==> config.mk <==
export PLATFORM = sky130hd
export DESIGN_NAME = pwm_ramp_ctrl_flat
export DESIGN_NICKNAME = d
export VERILOG_FILES = /design/src/rtl/pwm_ramp_ctrl_if.sv /design/src/rtl/pwm_ramp_ctrl.sv /design/src/flat_wrapper.sv
export SDC_FILE = /design/constraint.sdc
export NUM_CORES = 1
export LEC_CHECK = 0
export CAP_MARGIN = 40
export CORE_UTILIZATION = 60
export DETAILED_ROUTE_END_ITERATION = 10
export GPL_TIMING_DRIVEN = 0
export MAX_ROUTING_LAYER = met4
export PLACE_DENSITY = 0.79
export SYNTH_ARGS = -nofsm -noshare
export SYNTH_HDL_FRONTEND = slang
export SYNTH_SLANG_ARGS = --single-unit
==> constraint.sdc <==
create_clock -name clock -period 4.88 [get_ports clock]
set_input_delay 0.976 -clock clock [delete_from_list [all_inputs] [get_ports clock]]
set_output_delay 0.976 -clock clock [all_outputs]
set_load 0.02 [all_outputs]
==> src/rtl/pwm_ramp_ctrl_if.sv <==
// Command/status bundle for pwm_ramp_ctrl: target duty and stop controls in,
// PWM drive and ramp status out.
interface pwm_ramp_ctrl_if;
  logic [9:0] target_width;
  logic       estop;
  logic       estop_clr;
  logic       pwm_out;
  logic [9:0] cur_width;
  logic       ramping;
  logic       at_target;
  logic       estop_active;

  modport master (
    output target_width, estop, estop_clr,
    input  pwm_out, cur_width, ramping, at_target, estop_active
  );

  modport slave (
    input  target_width, estop, estop_clr,
    output pwm_out, cur_width, ramping, at_target, estop_active
  );
endinterface

==> src/rtl/pwm_ramp_ctrl.sv <==
// Ramped motor PWM: slews cur_width toward target_width by STEP every RAMP_DIV cycles.
// Optional macro PWM_RAMP_ESTOP_LATCH_EN holds the stop until an estop_clr pulse.
module pwm_ramp_ctrl #(
  parameter int RAMP_DIV = 1000,
  parameter int STEP     = 10
) (
  input  logic           clock,
  input  logic           reset,
  pwm_ramp_ctrl_if.slave bus
);

  localparam int TW = (RAMP_DIV > 2) ? $clog2(RAMP_DIV) : 1;
  localparam logic [TW-1:0] TICK_LAST = TW'(RAMP_DIV - 1);
  localparam logic [9:0]    PER_LAST  = 10'd1022;
  localparam logic [10:0]   STEP_W    = 11'(STEP);

  typedef enum logic [1:0] {IDLE, RAMP, HOLD, ESTOP} state_e;

  state_e          state_q, state_d;
  logic [9:0]      period_q, period_d;
  logic [9:0]      duty_q, duty_d;
  logic [9:0]      cur_q, cur_d;
  logic [TW-1:0]   tick_q, tick_d;
  logic            pwm_q, pwm_d;

  logic            period_wrap;
  logic            tick;
  logic            stopped;
  logic [9:0]      tgt;
  logic [10:0]     sum;
  logic [10:0]     diff;
  logic            below_step;
  logic [9:0]      ramp_val;

  assign tgt         = bus.target_width;
  assign period_wrap = (period_q == PER_LAST);
  assign tick        = (tick_q == TICK_LAST);
  assign stopped     = (state_q == ESTOP);

  // 11-bit headroom keeps cur+STEP from wrapping before the clamp.
  assign sum        = {1'b0, cur_q} + STEP_W;
  assign diff       = {1'b0, cur_q} - STEP_W;
  assign below_step = ({1'b0, cur_q} < STEP_W);

  always_comb begin
    ramp_val = cur_q;
    if (cur_q < tgt)
      ramp_val = (sum > {1'b0, tgt}) ? tgt : sum[9:0];
    else if (cur_q > tgt)
      ramp_val = (below_step || (diff[9:0] < tgt)) ? tgt : diff[9:0];
  end

`ifndef PWM_RAMP_ESTOP_LATCH_EN
  logic unused_clr;
  assign unused_clr = bus.estop_clr;
`endif

  always_comb begin
    state_d  = state_q;
    cur_d    = cur_q;
    tick_d   = tick ? '0 : tick_q + 1'b1;
    period_d = period_wrap ? 10'd0 : period_q + 10'd1;
    duty_d   = period_wrap ? cur_q : duty_q;
    pwm_d    = (period_q < duty_q);

    if (bus.estop) begin
      // Stop wins over a coincident tick; the ramp update is dropped.
      state_d = ESTOP;
      cur_d   = '0;
      duty_d  = '0;
      tick_d  = '0;
    end else if (stopped) begin
      cur_d  = '0;
      tick_d = '0;
`ifdef PWM_RAMP_ESTOP_LATCH_EN
      if (bus.estop_clr)
        state_d = IDLE;
`else
      state_d = IDLE;
`endif
    end else begin
      if (tick)
        cur_d = ramp_val;
      if ((cur_d == 10'd0) && (tgt == 10'd0))
        state_d = IDLE;
      else if (cur_d != tgt)
        state_d = RAMP;
      else
        state_d = HOLD;
    end
  end

  always_ff @(posedge clock) begin
    if (reset) begin
      state_q  <= IDLE;
      cur_q    <= '0;
      duty_q   <= '0;
      period_q <= '0;
      tick_q   <= '0;
      pwm_q    <= 1'b0;
    end else begin
      state_q  <= state_d;
      cur_q    <= cur_d;
      duty_q   <= duty_d;
      period_q <= period_d;
      tick_q   <= tick_d;
      pwm_q    <= pwm_d;
    end
  end

  assign bus.pwm_out      = pwm_q;
  assign bus.cur_width    = cur_q;
  assign bus.ramping      = (state_q == RAMP);
  assign bus.estop_active = stopped;
  assign bus.at_target    = (cur_q == tgt) && !stopped;

endmodule

==> src/flat_wrapper.sv <==
// flat-port wrapper written by rule: the top's interface ports become plain ports
module pwm_ramp_ctrl_flat 
#(
  parameter int RAMP_DIV = 1000,
  parameter int STEP     = 10
)
  (clock, reset, bus_target_width, bus_estop, bus_estop_clr, bus_pwm_out, bus_cur_width, bus_ramping, bus_at_target, bus_estop_active);
  pwm_ramp_ctrl_if bus_i ();
  input  logic clock;
  input  logic reset;
  input wire logic [$bits(bus_i.target_width)-1:0] bus_target_width;
  input wire logic [$bits(bus_i.estop)-1:0] bus_estop;
  input wire logic [$bits(bus_i.estop_clr)-1:0] bus_estop_clr;
  output wire logic [$bits(bus_i.pwm_out)-1:0] bus_pwm_out;
  output wire logic [$bits(bus_i.cur_width)-1:0] bus_cur_width;
  output wire logic [$bits(bus_i.ramping)-1:0] bus_ramping;
  output wire logic [$bits(bus_i.at_target)-1:0] bus_at_target;
  output wire logic [$bits(bus_i.estop_active)-1:0] bus_estop_active;
  assign bus_i.target_width = bus_target_width;
  assign bus_i.estop = bus_estop;
  assign bus_i.estop_clr = bus_estop_clr;
  assign bus_pwm_out = bus_i.pwm_out;
  assign bus_cur_width = bus_i.cur_width;
  assign bus_ramping = bus_i.ramping;
  assign bus_at_target = bus_i.at_target;
  assign bus_estop_active = bus_i.estop_active;
  pwm_ramp_ctrl #(.RAMP_DIV(RAMP_DIV), .STEP(STEP)) u_core (.clock(clock), .reset(reset), .bus(bus_i));
endmodule
==> impl_metrics.toml, run 1 <==
[status]
status = "finished with violations"
violations = "negative setup slack"

[setup_path]
path_buf_inv = 2
required_ns = 5.05
path_delay_family = "simple AND/OR/NAND/NOR gates"
critPathArrivalTime_ns = 5.12
cpMostUsedCell = "a31oi_1"
crit_type = "input pin to flop"
critPathLaunchType = "input pin"
crit_slowest_cell = "clkdlybuf4s50_1"
cpPeakStageDelay_ns = 0.67
path_max_fanout = 7
crit_path_end_kind = "flop"
cp_cell_sequence = "clkdlybuf4s50_1, inv_1, ha_1, and4_1, and3_1, o31ai_2, nand2_1, a31oi_1, nor2b_1, or2_2, nor4b_2, a31oi_1, a21boi_1"

[placed_design]
dpl.hpwl_um = 9300
io_buffers = 26
dp.cells = 587
gp_congestion = 1.08

[power_and_ir_drop]
internal-power_w = 0.000606
power_switching_share_pct = 24.1
power_density_mw_per_mm2 = 184
leakage_nw = 1.61
worst_ir_drop_vdd_v = 0.000303
seq_power_share_pct = 45.1
clock_power_share_pct = 41.0
combPwrFrac_pct = 13.9
power_switching_w = 0.000192

[sta]
fmax_mhz = 202
slew-limit-headroom_pct = 50.9
min_period_ns = 4.95
tightest_slew_ns = 0.718
worst_hold_slack_ns = 0.472
rsz0062_at_grt = "no"
skew_ns = 0.00867
slew_violations = 0
hold_viol_final = 0
finalCritPeriodShare_pct = 101
setup_violations = 2
fin_ws_ns = -0.0682

[clock_tree]
clock_path_buffers = 2
clk_pin_slew_ns = 0.08
cts_buffers = 5
cts_tree = "built"
htree_levels = 2
ctsRootBufferMaster = "clkbuf_8"
postCtsHoldBufs = 0
cts_sinks = 43
worstSkewPairLatency_ns = 0.30

[global_route]
grt_pass1_wl_um = 18600
grt.overflow.total = 0
grt_usage_pct = 39.2
grt_start_max_net_pins = 15
grt_pass1_vias = 3744
grt_antenna_before_repair = 0

[drt]
via_count = 4075
drtIter0Drc = 383
via_per_inst = 6.83
dr.pass1.iters = 5
wl_um = 12400
route.detailed.drc = 0
wire_per_inst_um = 20.7
ant_nets = 0

[yosys]
syn_area_mm2 = 0.00377
synth-edff-count = 0
synth_nets = 539
synthFlopType = "dfxtp_1"
ys_ff_latch = 43
ys_seq_area_share_pct = 22.8
syn_avg_cell_area_um2 = 7.80
synth_cells = 484
async_flop_share_pct = 0
ys_warn_count = 0
yosysUniqueCellTypes = 65

[min_path]
hp-class = "flop to flop"

[cells_and_area]
drive_gt1_share_pct = 7.66
syn2layout_area_growth_pct = 14.6
nFillCells = 472
n_antenna_cell = 0
layout.nets = 576
stdcell_count = 597

[die]
dieHeight_um = 81.3
dieArea_mm2 = 0.00661
rows = 28
initial_utilization_pct = 63.0
dieWidth_um = 81.3
core-area_mm2 = 0.00599
pin_count = 28

[flow_run]
drv_cap = 0
-- cells in the final DEF (no fill, tap or decap), types with 5 or more instances in the layout --
| cell type | synthesis | routed |
|---|---|---|
| nand4_1 | 10 | 10 |
| xnor2_1 | 19 | 19 |
| or3_1 | 5 | 5 |
| nand3_1 | 18 | 18 |
| a21o_1 | 8 | 8 |
| a21oi_1 | 25 | 25 |
| inv_1 | 29 | 29 |
| dfxtp_1 | 43 | 41 |
| buf_4 | 3 | 6 |
| ha_1 | 41 | 41 |
| clkbuf_1 | 6 | 5 |
| and3_1 | 9 | 9 |
| xor2_1 | 13 | 13 |
| mux2i_1 | 11 | 11 |
| o21ai_0 | 25 | 24 |
| nor2_1 | 57 | 57 |
| nor3_1 | 13 | 12 |
| o21a_1 | 6 | 6 |
| clkdlybuf4s50_1 | 0 | 26 |
| nor4_1 | 10 | 10 |
| o21ai_1 | 5 | 6 |
| buf_2 | 4 | 6 |
| a211oi_1 | 11 | 11 |
| nand2_1 | 31 | 31 |
| nand2b_1 | 6 | 6 |
| clkbuf_8 | 0 | 5 |
-- final timing paths --
| path | end | from | depth (start not counted) | slack, ns |
|---|---|---|---|---|
| min | u_core.tick_q[0] | u_core.tick_q[0] | 1 | 0.47 |
| max reg2reg | u_core.state_q[1] | u_core.bus.cur_width[1] | 16 | 0.16 |
| max | u_core.state_q[1] | bus_target_width[7] | 13 | -0.07 |
| min reg2reg | u_core.tick_q[0] | u_core.tick_q[0] | 1 | 0.47 |
-- repair_timing --
item | in CTS | in global routing
hold endpoints to repair | 0 | 0
endpoints found under the setup margin | 2 | 2
setup buffers | 0 | 3
resized for setup | 3 | 5
pin swaps | 0 | 1
gates cloned | 0 | 0
-- sequential cells by signal (all words and copies together), names as in the netlist --
register and cells:
u_core.bus.cur_width 10, u_core.duty_q 10, u_core.period_q 10, u_core.tick_q 10
u_core.state_q 2, u_core.bus.pwm_out 1
-- routing by layer --
layer / global-route usage, % / part of all wire (%)
met1: 45.7 / 38
met2: 62.0 / 45
met3: 5.96 / 10
met4: 25.9 / 6.5
met5: - / 0
-- worst register-to-register path, stage by stage (launching register included) --
cell and delay (ns):
dfxtp_2 0.52, inv_1 0.25, ha_1 0.30, nor2b_1 0.29, nor4_1 0.11, xnor2_1 0.28
ha_1 0.27, nor3_1 0.07, a211oi_1 0.32, o31a_1 0.37, and2_2 0.35, o21ai_0 0.11
a211oi_1 0.39, a41oi_1 0.18, nor4b_2 0.44, a31oi_1 0.19, a21boi_1 0.17
-- cells in the mapped netlist (3+ instances only) --
| master | number | share of area [%] |
|---|---|---|
| xnor2_1 | 19 | 4.4 |
| clkbuf_1 | 6 | 0.60 |
| a211o_1 | 3 | 0.70 |
| mux2i_1 | 11 | 2.9 |
| o211ai_1 | 4 | 0.80 |
| o22ai_1 | 3 | 0.50 |
| o21a_1 | 6 | 1.2 |
| xor2_1 | 13 | 3.0 |
| dfxtp_1 | 43 | 23 |
| and4_1 | 4 | 0.93 |
| nor2_1 | 57 | 5.7 |
| nand3_1 | 18 | 2.4 |
| buf_2 | 4 | 0.53 |
| o21ai_1 | 5 | 0.66 |
| ha_1 | 41 | 14 |
| nor4_1 | 10 | 1.7 |
| nand2b_1 | 6 | 0.99 |
| o31ai_1 | 4 | 0.80 |
| buf_4 | 3 | 0.60 |
| a31oi_1 | 3 | 0.50 |
| and3_1 | 9 | 1.5 |
| or2_2 | 4 | 0.66 |
| nand2_1 | 31 | 3.1 |
| and2_1 | 3 | 0.50 |
| a21oi_2 | 3 | 0.70 |
| inv_1 | 29 | 2.9 |
| a21oi_1 | 25 | 3.3 |
| or3_1 | 5 | 0.83 |
| a21o_1 | 8 | 1.6 |
| nor3_1 | 13 | 1.7 |
| a211oi_1 | 11 | 2.2 |
| o21ai_0 | 25 | 3.3 |
| nor2b_1 | 4 | 0.66 |
| nand4_1 | 10 | 1.7 |
-- logic make-up after synthesis --
| family | Yosys count | synth area share [%] |
|---|---|---|
| DFF | 43 | 22.8 |
| AOI/OAI and AO/OA | 126 | 22.7 |
| buffers and inverters | 44 | 4.81 |
| adders and majority gates | 41 | 13.6 |
| muxes | 11 | 2.92 |
| and+or+nand+nor | 187 | 25.8 |
| xor gates and xnor gates | 32 | 7.43 |
-- power by group through the flow --
stage / Combinational [W] / Sequential, W / Clock, W
after floorplan: 0.0000626 / 0.000368 / 0
after global placement: 0.000100 / 0.000368 / 0
after detailed placement: 0.000103 / 0.000368 / 0
after CTS: 0.000105 / 0.000360 / 0.000326
after global routing: 0.000118 / 0.000361 / 0.000342
final: 0.000111 / 0.000360 / 0.000327
-- final cells by class --
| class | count | area, um^2 | share of cell area [%] |
|---|---|---|---|
| buffer | 14 | 68.8 | 1.59 |
| clock buffer | 5 | 68.8 | 1.59 |
| multi-input combinational | 397 | 2760 | 63.8 |
| timing repair buffer | 31 | 293 | 6.77 |
| tap | 75 | 93.8 | 2.17 |
| inverter | 29 | 109 | 2.52 |
| clock inverter | 3 | 67.6 | 1.56 |
| sequential | 43 | 863 | 20.0 |
-- through the flow --
step	utilization (%)	cell area, um^2	setup slack, ns	TNS [ns]	total power [W]
finish	72.2	4330	-0.0682	-0.0904	0.000798
global route	72.2	4330	0.0253	0	0.000820
CTS	71.4	4280	0.00123	0	0.000791
detailed placement	69.1	4140	-0.461	-0.898	0.000471
global placement	68.9	4130	-0.666	-1.30	0.000468
floorplan	-	3770	0.974	0	0.000431
No activity file was read; power rests on OpenSTA's default activity.
==> run 2, diff against run 1 <==
--- a/config.mk
+++ b/config.mk
@@ -6,6 +6,7 @@
 export NUM_CORES = 1
 export LEC_CHECK = 0
 export CAP_MARGIN = 40
+export CORE_MARGIN = 10
 export CORE_UTILIZATION = 60
 export DETAILED_ROUTE_END_ITERATION = 10
 export GPL_TIMING_DRIVEN = 0
==> constraint.sdc (replaced) <==
create_clock -name clock -period 5.6 [get_ports clock]
set_input_delay 1.12 -clock clock [delete_from_list [all_inputs] [get_ports clock]]
set_output_delay 1.12 -clock clock [all_outputs]
set_load 0.02 [all_outputs]
==> impl_metrics.toml, run 2 (synthesized netlist as in run 1, its figures left out) <==
[global_route]
grt_pass1_vias = 4040
grt_antenna_before_repair = 0
grt_pass1_wl_um = 20600
grt_usage_pct = 26.1
grt_start_max_net_pins = 14
grt.overflow.total = 0

[die]
dieArea_mm2 = 0.00986
dieHeight_um = 99.3
rows = 28
initial_utilization_pct = 62.6
core-area_mm2 = 0.00603
dieWidth_um = 99.3
pin_count = 28

[sta]
min_period_ns = 5.38
finalCritPeriodShare_pct = 96.0
fmax_mhz = 186
setup_violations = 0
tightest_slew_ns = 1.03
slew_violations = 0
skew_ns = 0.0114
worst_hold_slack_ns = 0.490
rsz0062_at_grt = "no"
fin_setup_tns_ns = 0
slew-limit-headroom_pct = 30.9
hold_viol_final = 0

[power_and_ir_drop]
leakage_nw = 1.59
power_density_mw_per_mm2 = 154
worst_ir_drop_vdd_v = 0.000311
report.power.total_w = 0.000655

[cells_and_area]
finalInstanceArea_mm2 = 0.00426
drive_gt1_share_pct = 5.96
nFillCells = 473
syn2layout_area_growth_pct = 12.8
n_antenna_cell = 0
multi_input_area_mm2 = 0.00273
layout_common_cells = "nor2_1 (57), dfxtp_1 (43), ha_1 (41)"
layout.nets = 574
regArea_um2 = 861
final_common_cell = "nor2_1"
finalCoreUtilization_pct = 70.6

[drt]
route.detailed.drc = 0
ant_nets = 0
via_count = 4078
wl_um = 13000
via_per_inst = 6.85
dr.pass1.iters = 6
drtIter0Drc = 428
wire_per_inst_um = 21.9

[placed_design]
dpl.hpwl_um = 9780
gp_congestion = 1.06
io_buffers = 26
placed_area_mm2 = 0.00414

[min_path]
hp-class = "flop to flop"

[setup_path]
crit_slowest_cell = "o31ai_1"
critPathArrivalTime_ns = 5.56
cp_cell_sequence = "clkdlybuf4s50_1, inv_1, ha_1, and4_1, and3_1, o31ai_1, nand2_1, a31oi_1, nor2b_1, or2_2, nor4b_1, a31oi_1, a21boi_1"
path_buf_inv = 2
cpMostUsedCell = "a31oi_1"
crit_path_end_kind = "flop"
required_ns = 5.78
path_max_fanout = 7
cpPeakStageDelay_ns = 0.87
critPathLaunchType = "input pin"
crit_type = "input pin to flop"
path_delay_family = "simple AND/OR/NAND/NOR gates"

[clock_tree]
cts_sinks = 43
ctsRootBufferMaster = "clkbuf_8"
cts_buffers = 5
clk_pin_slew_ns = 0.07
postCtsHoldBufs = 0
clock_path_buffers = 2
worstSkewPairLatency_ns = 0.30
cts_tree = "built"
cts_resized = 0
htree_levels = 2
cts_setup_buffers = 0

[flow_run]
drv_cap = 0

[status]
status = "finished, final reports clean"
[run 2: per-layer routing]
| layer | part of all wire [%] | GRT usage (%) | up-vias |
|---|---|---|---|
| li1 | - | - | 1852 |
| met1 | 39 | 30.6 | 1880 |
| met2 | 45 | 41.6 | 275 |
| met3 | 10 | 3.67 | 71 |
| met4 | 5.7 | 15.3 | 0 |
| met5 | 0 | - | - |
[run 2: final timing paths]
kind | start | end | slack (ns) | cells after the start
worst min-delay path | u_core.tick_q[0] | u_core.tick_q[0] | 0.49 | 1
worst max register to register | u_core.bus.cur_width[1] | u_core.state_q[1] | 0.31 | 17
worst max-delay path | bus_target_width[7] | u_core.state_q[1] | 0.22 | 13
worst min register to register | u_core.tick_q[0] | u_core.tick_q[0] | 0.49 | 1
[run 2: through the flow]
stage               instances  setup slack, ns
floorplan                 484             1.69
global placement          585            0.190
detailed placement        587            0.277
CTS                       595            0.513
global route              595           0.0254
finish                    595            0.221
[run 2: final cells by class]
| class | instances | share of cell area [%] |
|---|---|---|
| clock buffers | 6 | 1.94 |
| flip-flops and latches | 43 | 20.2 |
| inverters | 29 | 2.56 |
| clock inverters | 2 | 0.823 |
| multi-input cells | 397 | 64.2 |
| repair buffers | 28 | 6.35 |
| plain buffers | 15 | 1.71 |
| well taps | 75 | 2.21 |
[run 2: power by group]
part | total [W] | leakage (nW) | internal [W] | switching (W)
clock | 0.000248 | 0.0612 | 0.000144 | 0.000104
combinational | 0.0000935 | 1.18 | 0.0000389 | 0.0000546
sequential | 0.000314 | 0.348 | 0.000310 | 0.00000431
==> run 3, diff against run 2 <==
--- a/config.mk
+++ b/config.mk
@@ -8,6 +8,7 @@
 export CAP_MARGIN = 40
 export CORE_MARGIN = 10
 export CORE_UTILIZATION = 60
+export CTS_CLUSTER_SIZE = 20
 export DETAILED_ROUTE_END_ITERATION = 10
 export GPL_TIMING_DRIVEN = 0
 export MAX_ROUTING_LAYER = met4
==> results of run 3 <==
Same layout as run 2: the final DEF is identical, and so are final timing and power.
==> RTL change 1, RTL diff (config.mk and constraints of run 3) <==
Make the reset (`reset`) asynchronous in one clocked block.
--- a/src/rtl/pwm_ramp_ctrl.sv
+++ b/src/rtl/pwm_ramp_ctrl.sv
@@ -92,3 +92,3 @@
 
-  always_ff @(posedge clock) begin
+  always_ff @(posedge clock or posedge reset) begin
     if (reset) begin
Behaviour: differs if reset is asserted again (counterexample within 4 cycles, from zero or initial values and one cycle with reset high); with reset held inactive, the same outputs for 10 cycles.
==> RTL change 1 against run 3 <==
- hold slack better by 0.012 ns
- combinational power shrank 11%
- setup slack improved by 0.16 ns
- power grew 3.1%
- highest routed layer unchanged
- fmax rose by 3.0%
- cell area grew 6.9%
- synthesized area rose by 6.8%
- sequential cell count unchanged
- routed wire length fell by 5.6%
- clock skew is 0.0056 ns lower
- count of clock-buffer cells in the layout unchanged
- largest cell class unchanged
==> RTL change 1: results (changes against run 3) <==
stage,metric,value,unit,change
run_status,status,completed,,
worst_setup_path,max incr delay on CP,0.62,ns,-0.25 ns
synthesis,post-synthesis compound-gate area fraction,21.92,%,-0.76 points
worst_setup_path,R2R Setup Slk,0.53,ns,+0.22 ns
worst_setup_path,R2R depth,19,,+2
synthesis,main flop type after synthesis,dfrtp_1,,
worst_setup_path,Critical path origin,bus_target_width[8],,
power,VDD IR max,0.2548,mV,-18%
finish,layout cells sized above 1,9.252,%,+3.3 points
worst_setup_path,family with the most delay on the worst path,buffers and inverters,,
worst_setup_path,CP endpoint,bus_at_target,,
global_routing,vias in the first global route,3750,,-7.2%
timing,Setup Skew,0.005796,ns,-0.005612 ns
worst_setup_path,CP max stage cell,clkdlybuf4s50_1,,
synthesis,Syn Nets,527,,-2.2%
finish,Seq area share,23.65,%,+3.4 points
drt,Detailed Route Iter0 Violations,327,,-24%
worst_hold_path,min-delay src,u_core.tick_q[0],,
finish,Non-Clock Buffer Count,53,,+23%
synthesis,XOR/XNOR share of the synthesized area,6.954,%,-0.47 points
synthesis,distinct cell type count after synthesis,76,,+17%
drt,vias per cell,6.621,,-3.4%
synthesis,mux contribution to synthesized area,4.036,%,+1.1 points
worst_setup_path,critical path data arrival time,4.10,ns,-1.46 ns
timing,Fin Hold WS,0.5020,ns,+0.01243 ns
global_routing,pin count of the biggest net entering global routing,30,,+16
finish,signal buffers share of area,9.186,%,+1.1 points
placed_design,routability cong.,1.071,,+1.4%
global_routing,GR Util All Layers,24.88,%,-1.2 points
drt,Pre-Repair DR Iteration Count,5,,-1
finish,"Net count, final",562,,-2.1%
placed_design,post-DP HPWL,9332,um,-4.5%
worst_setup_path,Crit Reg-Reg Startpoint,u_core.bus.cur_width[1],,
synthesis,Adder-Cell Fraction of Synth Area,12.73,%,-0.87 points
synthesis,synth cell count leaders,"61 x nor2_1, 43 x dfrtp_1, 41 x ha_1",,
drt,Routed WL per cell,21.04,um,-4.0%
worst_hold_path,Min-Delay Endpoint,u_core.tick_q[0],,
synthesis,post-synthesis async set-or-reset flop share,100.0,%,+100 points
worst_setup_path,FF-to-FF End,u_core.state_q[1],,
finish,Inverters,33,,+14%
timing,relative slew slack,40.68,%,+9.8 points
==> RTL change 1: metrics by stage <==
stage | total power (uW) | instances | setup slack (ns) | cell area (um^2)
6_report | 675.8 | 585 | 0.3797 | 4549
5_1_grt | 700.6 | 585 | 0.2272 | 4549
4_1_cts | 677.2 | 585 | 0.4524 | 4547
3_5_place_dp | 400.3 | 577 | 0.3398 | 4414
3_3_place_gp | 396.8 | 575 | 0.3150 | 4387
2_1_floorplan | 366.2 | 472 | 1.387 | 4030
==> RTL change 1: power breakdown <==
group	switching, uW	leakage (uW)	internal [uW]	total [uW]
logic	52.7	0.00128	30.9	83.6
clock network	101	0.0000654	178	279
registers	1.36	0.000579	312	313
total	155	0.00192	521	676
==> RTL change 1: routing by layer <==
metal  share of wire (%)  vias to the layer above
met5                   0                        -
met3                 8.6                       51
met2                  48                      221
met4                 4.7                        0
met1                  39                     1802
li1                    -                     1799
==> RTL change 2, RTL diff (flow settings as in run 3) <==
Without the edit above. `RAMP_DIV` is set to 1000 in 2 places; all go to 500.
--- a/src/rtl/pwm_ramp_ctrl.sv
+++ b/src/rtl/pwm_ramp_ctrl.sv
@@ -3,3 +3,3 @@
 module pwm_ramp_ctrl #(
-  parameter int RAMP_DIV = 1000,
+  parameter int RAMP_DIV = 500,
   parameter int STEP     = 10
--- a/src/flat_wrapper.sv
+++ b/src/flat_wrapper.sv
@@ -3,3 +3,3 @@
 #(
-  parameter int RAMP_DIV = 1000,
+  parameter int RAMP_DIV = 500,
   parameter int STEP     = 10
Check against the original RTL: no difference found for any inputs over 10 cycles, from zero or initial values and one cycle with reset high; that may be too few to reach the edited logic, so the function may still have changed.
==> RTL change 2 against run 3 <==
- sequential cell count decreased by 1
- synthesized area fell by 2.9%
- synthesized cell count fell by 6.4%
- highest routed layer unchanged
- power fell by 12%
- setup slack better by 0.094 ns
- first-iteration DRC count fell by 17%
- cell area is 3.5% lower
- routed wire length shrank 11%
- critical path depth increased by 2
==> RTL change 2: results (changes against run 3) <==
stage,metric,value,unit,change
drt,Routed WL per cell,20.74,um,-5.4%
timing,Setup Skew,0.01251,ns,+0.001099 ns
synthesis,distinct cell type count after synthesis,73,,+12%
global_routing,pin count of the biggest net entering global routing,13,,-1
worst_setup_path,family with the most delay on the worst path,simple AND/OR/NAND/NOR gates,,
global_routing,GR Util All Layers,23.94,%,-2.2 points
drt,Pre-Repair DR Iteration Count,5,,-1
global_routing,vias in the first global route,3579,,-11%
clock_network,worst skew pair latency,0.29,ns,
synthesis,leading post-synthesis cells by cell area,"dfxtp_1 23%, ha_1 14%, nor2_1 5.9%, xnor2_1 4.3%, mux2i_1 3.8%",,
synthesis,Synth warnings,0,,unchanged
worst_setup_path,max incr delay on CP,0.58,ns,-0.29 ns
power,VDD IR max,0.2455,mV,-21%
clock_network,hold buffers post-CTS,0,,unchanged
worst_hold_path,Min-Delay Path Class,flip-flop to flip-flop,,
placed_design,DP Area,0.004025,mm^2,-2.7%
worst_setup_path,critical path peak fanout,10,,+3
clock_network,Clock transition at path regs,0.08,ns,
placed_design,port bufs,26,,unchanged
clock_network,post-cts resize count,0,,unchanged
finish,layout cells sized above 1,6.366,%,+0.40 points
placed_design,dpl cells,555,,-5.5%
finish,Fillers,524,,+11%
global_routing,first-pass GRT wire length,18570,um,-10%
timing,Fin Hold WS,0.4601,ns,-0.02946 ns
finish,area of the multi-input gates,0.002631,mm^2,-3.7%
synthesis,Mean Syn Cell Area,8.093,um^2,+3.8%
run_status,status,completed,,
drt,Detailed Route Iter0 Violations,356,,-17%
synthesis,synth cell count leaders,"58 x nor2_1, 42 x dfxtp_1, 41 x ha_1",,
placed_design,post-DP HPWL,9221,um,-5.7%
worst_hold_path,min-delay src,u_core.tick_q[0],,
drt,vias per cell,6.527,,-4.8%
worst_hold_path,Hold Path Cell Cnt,1,,unchanged
timing,worst-margin pin slew,0.7132,ns,-0.3152 ns
finish,"Net count, final",542,,-5.6%
worst_setup_path,R2R depth,15,,-2
worst_setup_path,critical path data arrival time,5.52,ns,-0.04 ns
drt,Vias,3668,,-10%
placed_design,routability cong.,1.040,,-1.5%
worst_setup_path,FF-to-FF End,u_core.state_q[1],,
synthesis,sequential fraction of the synthesis area,22.94,%,+0.12 points
placed_design,dpl ws,0.3119,ns,+0.03449 ns
worst_setup_path,CP max stage cell,or4_1,,
worst_setup_path,Critical path origin,u_core.bus.cur_width[8],,
synthesis,Syn Nets,508,,-5.8%
global_routing,initial antenna violation count,0,,unchanged
power,Leak Pwr,0.001538,uW,-3.3%
RTL change 2: final cells by class:
class                      instances  share of cell area, %
multi-input combinational        365                  64.10
sequential                        42                  20.48
timing repair buffer              27                  6.461
inverter                          31                  2.835
tap                               75                  2.286
buffer                            15                  1.890
clock buffer                       6                  1.768
clock inverter                     1                 0.1829
RTL change 2: worst max path at each step:
| stage | endpoint | slack (ns) |
|---|---|---|
| 6_report | u_core.state_q[1] | 0.32 |
| 5_1_grt | u_core.state_q[1] | 0.17 |
| 4_1_cts | u_core.state_q[1] | 0.55 |
| 3_5_place_dp | u_core.state_q[1] | 0.31 |
| 3_3_place_gp | u_core.state_q[1] | 0.25 |
| 2_1_floorplan | u_core.state_q[1] | 1.40 |
RTL change 2: where the power goes:
part           internal (uW)  switching, uW  total (uW)  leakage (uW)
combinational           38.9           51.7        90.6       0.00116
clock                   85.5           97.2         183     0.0000373
sequential               303           3.83         307      0.000340
total                    427            153         580       0.00154
RTL change 2: routing by layer:
metal	share of wire, %	GRT usage (%)	up-vias
met3	8.5	3.030	54
met5	0	-	-
li1	-	-	1733
met1	39	27.20	1701
met2	47	39.19	180
met4	5.0	14.66	0
RTL change 2: cell families after synthesis:
| family | share of synthesized area (%) |
|---|---|
| and+or+nand+nor | 24.71 |
| AOI/OAI and AO/OA | 21.30 |
| buffers and inverters | 5.290 |
| DFF | 22.94 |
| adders and majority gates | 13.99 |
| xor gates and xnor gates | 7.645 |
| muxes | 4.130 |
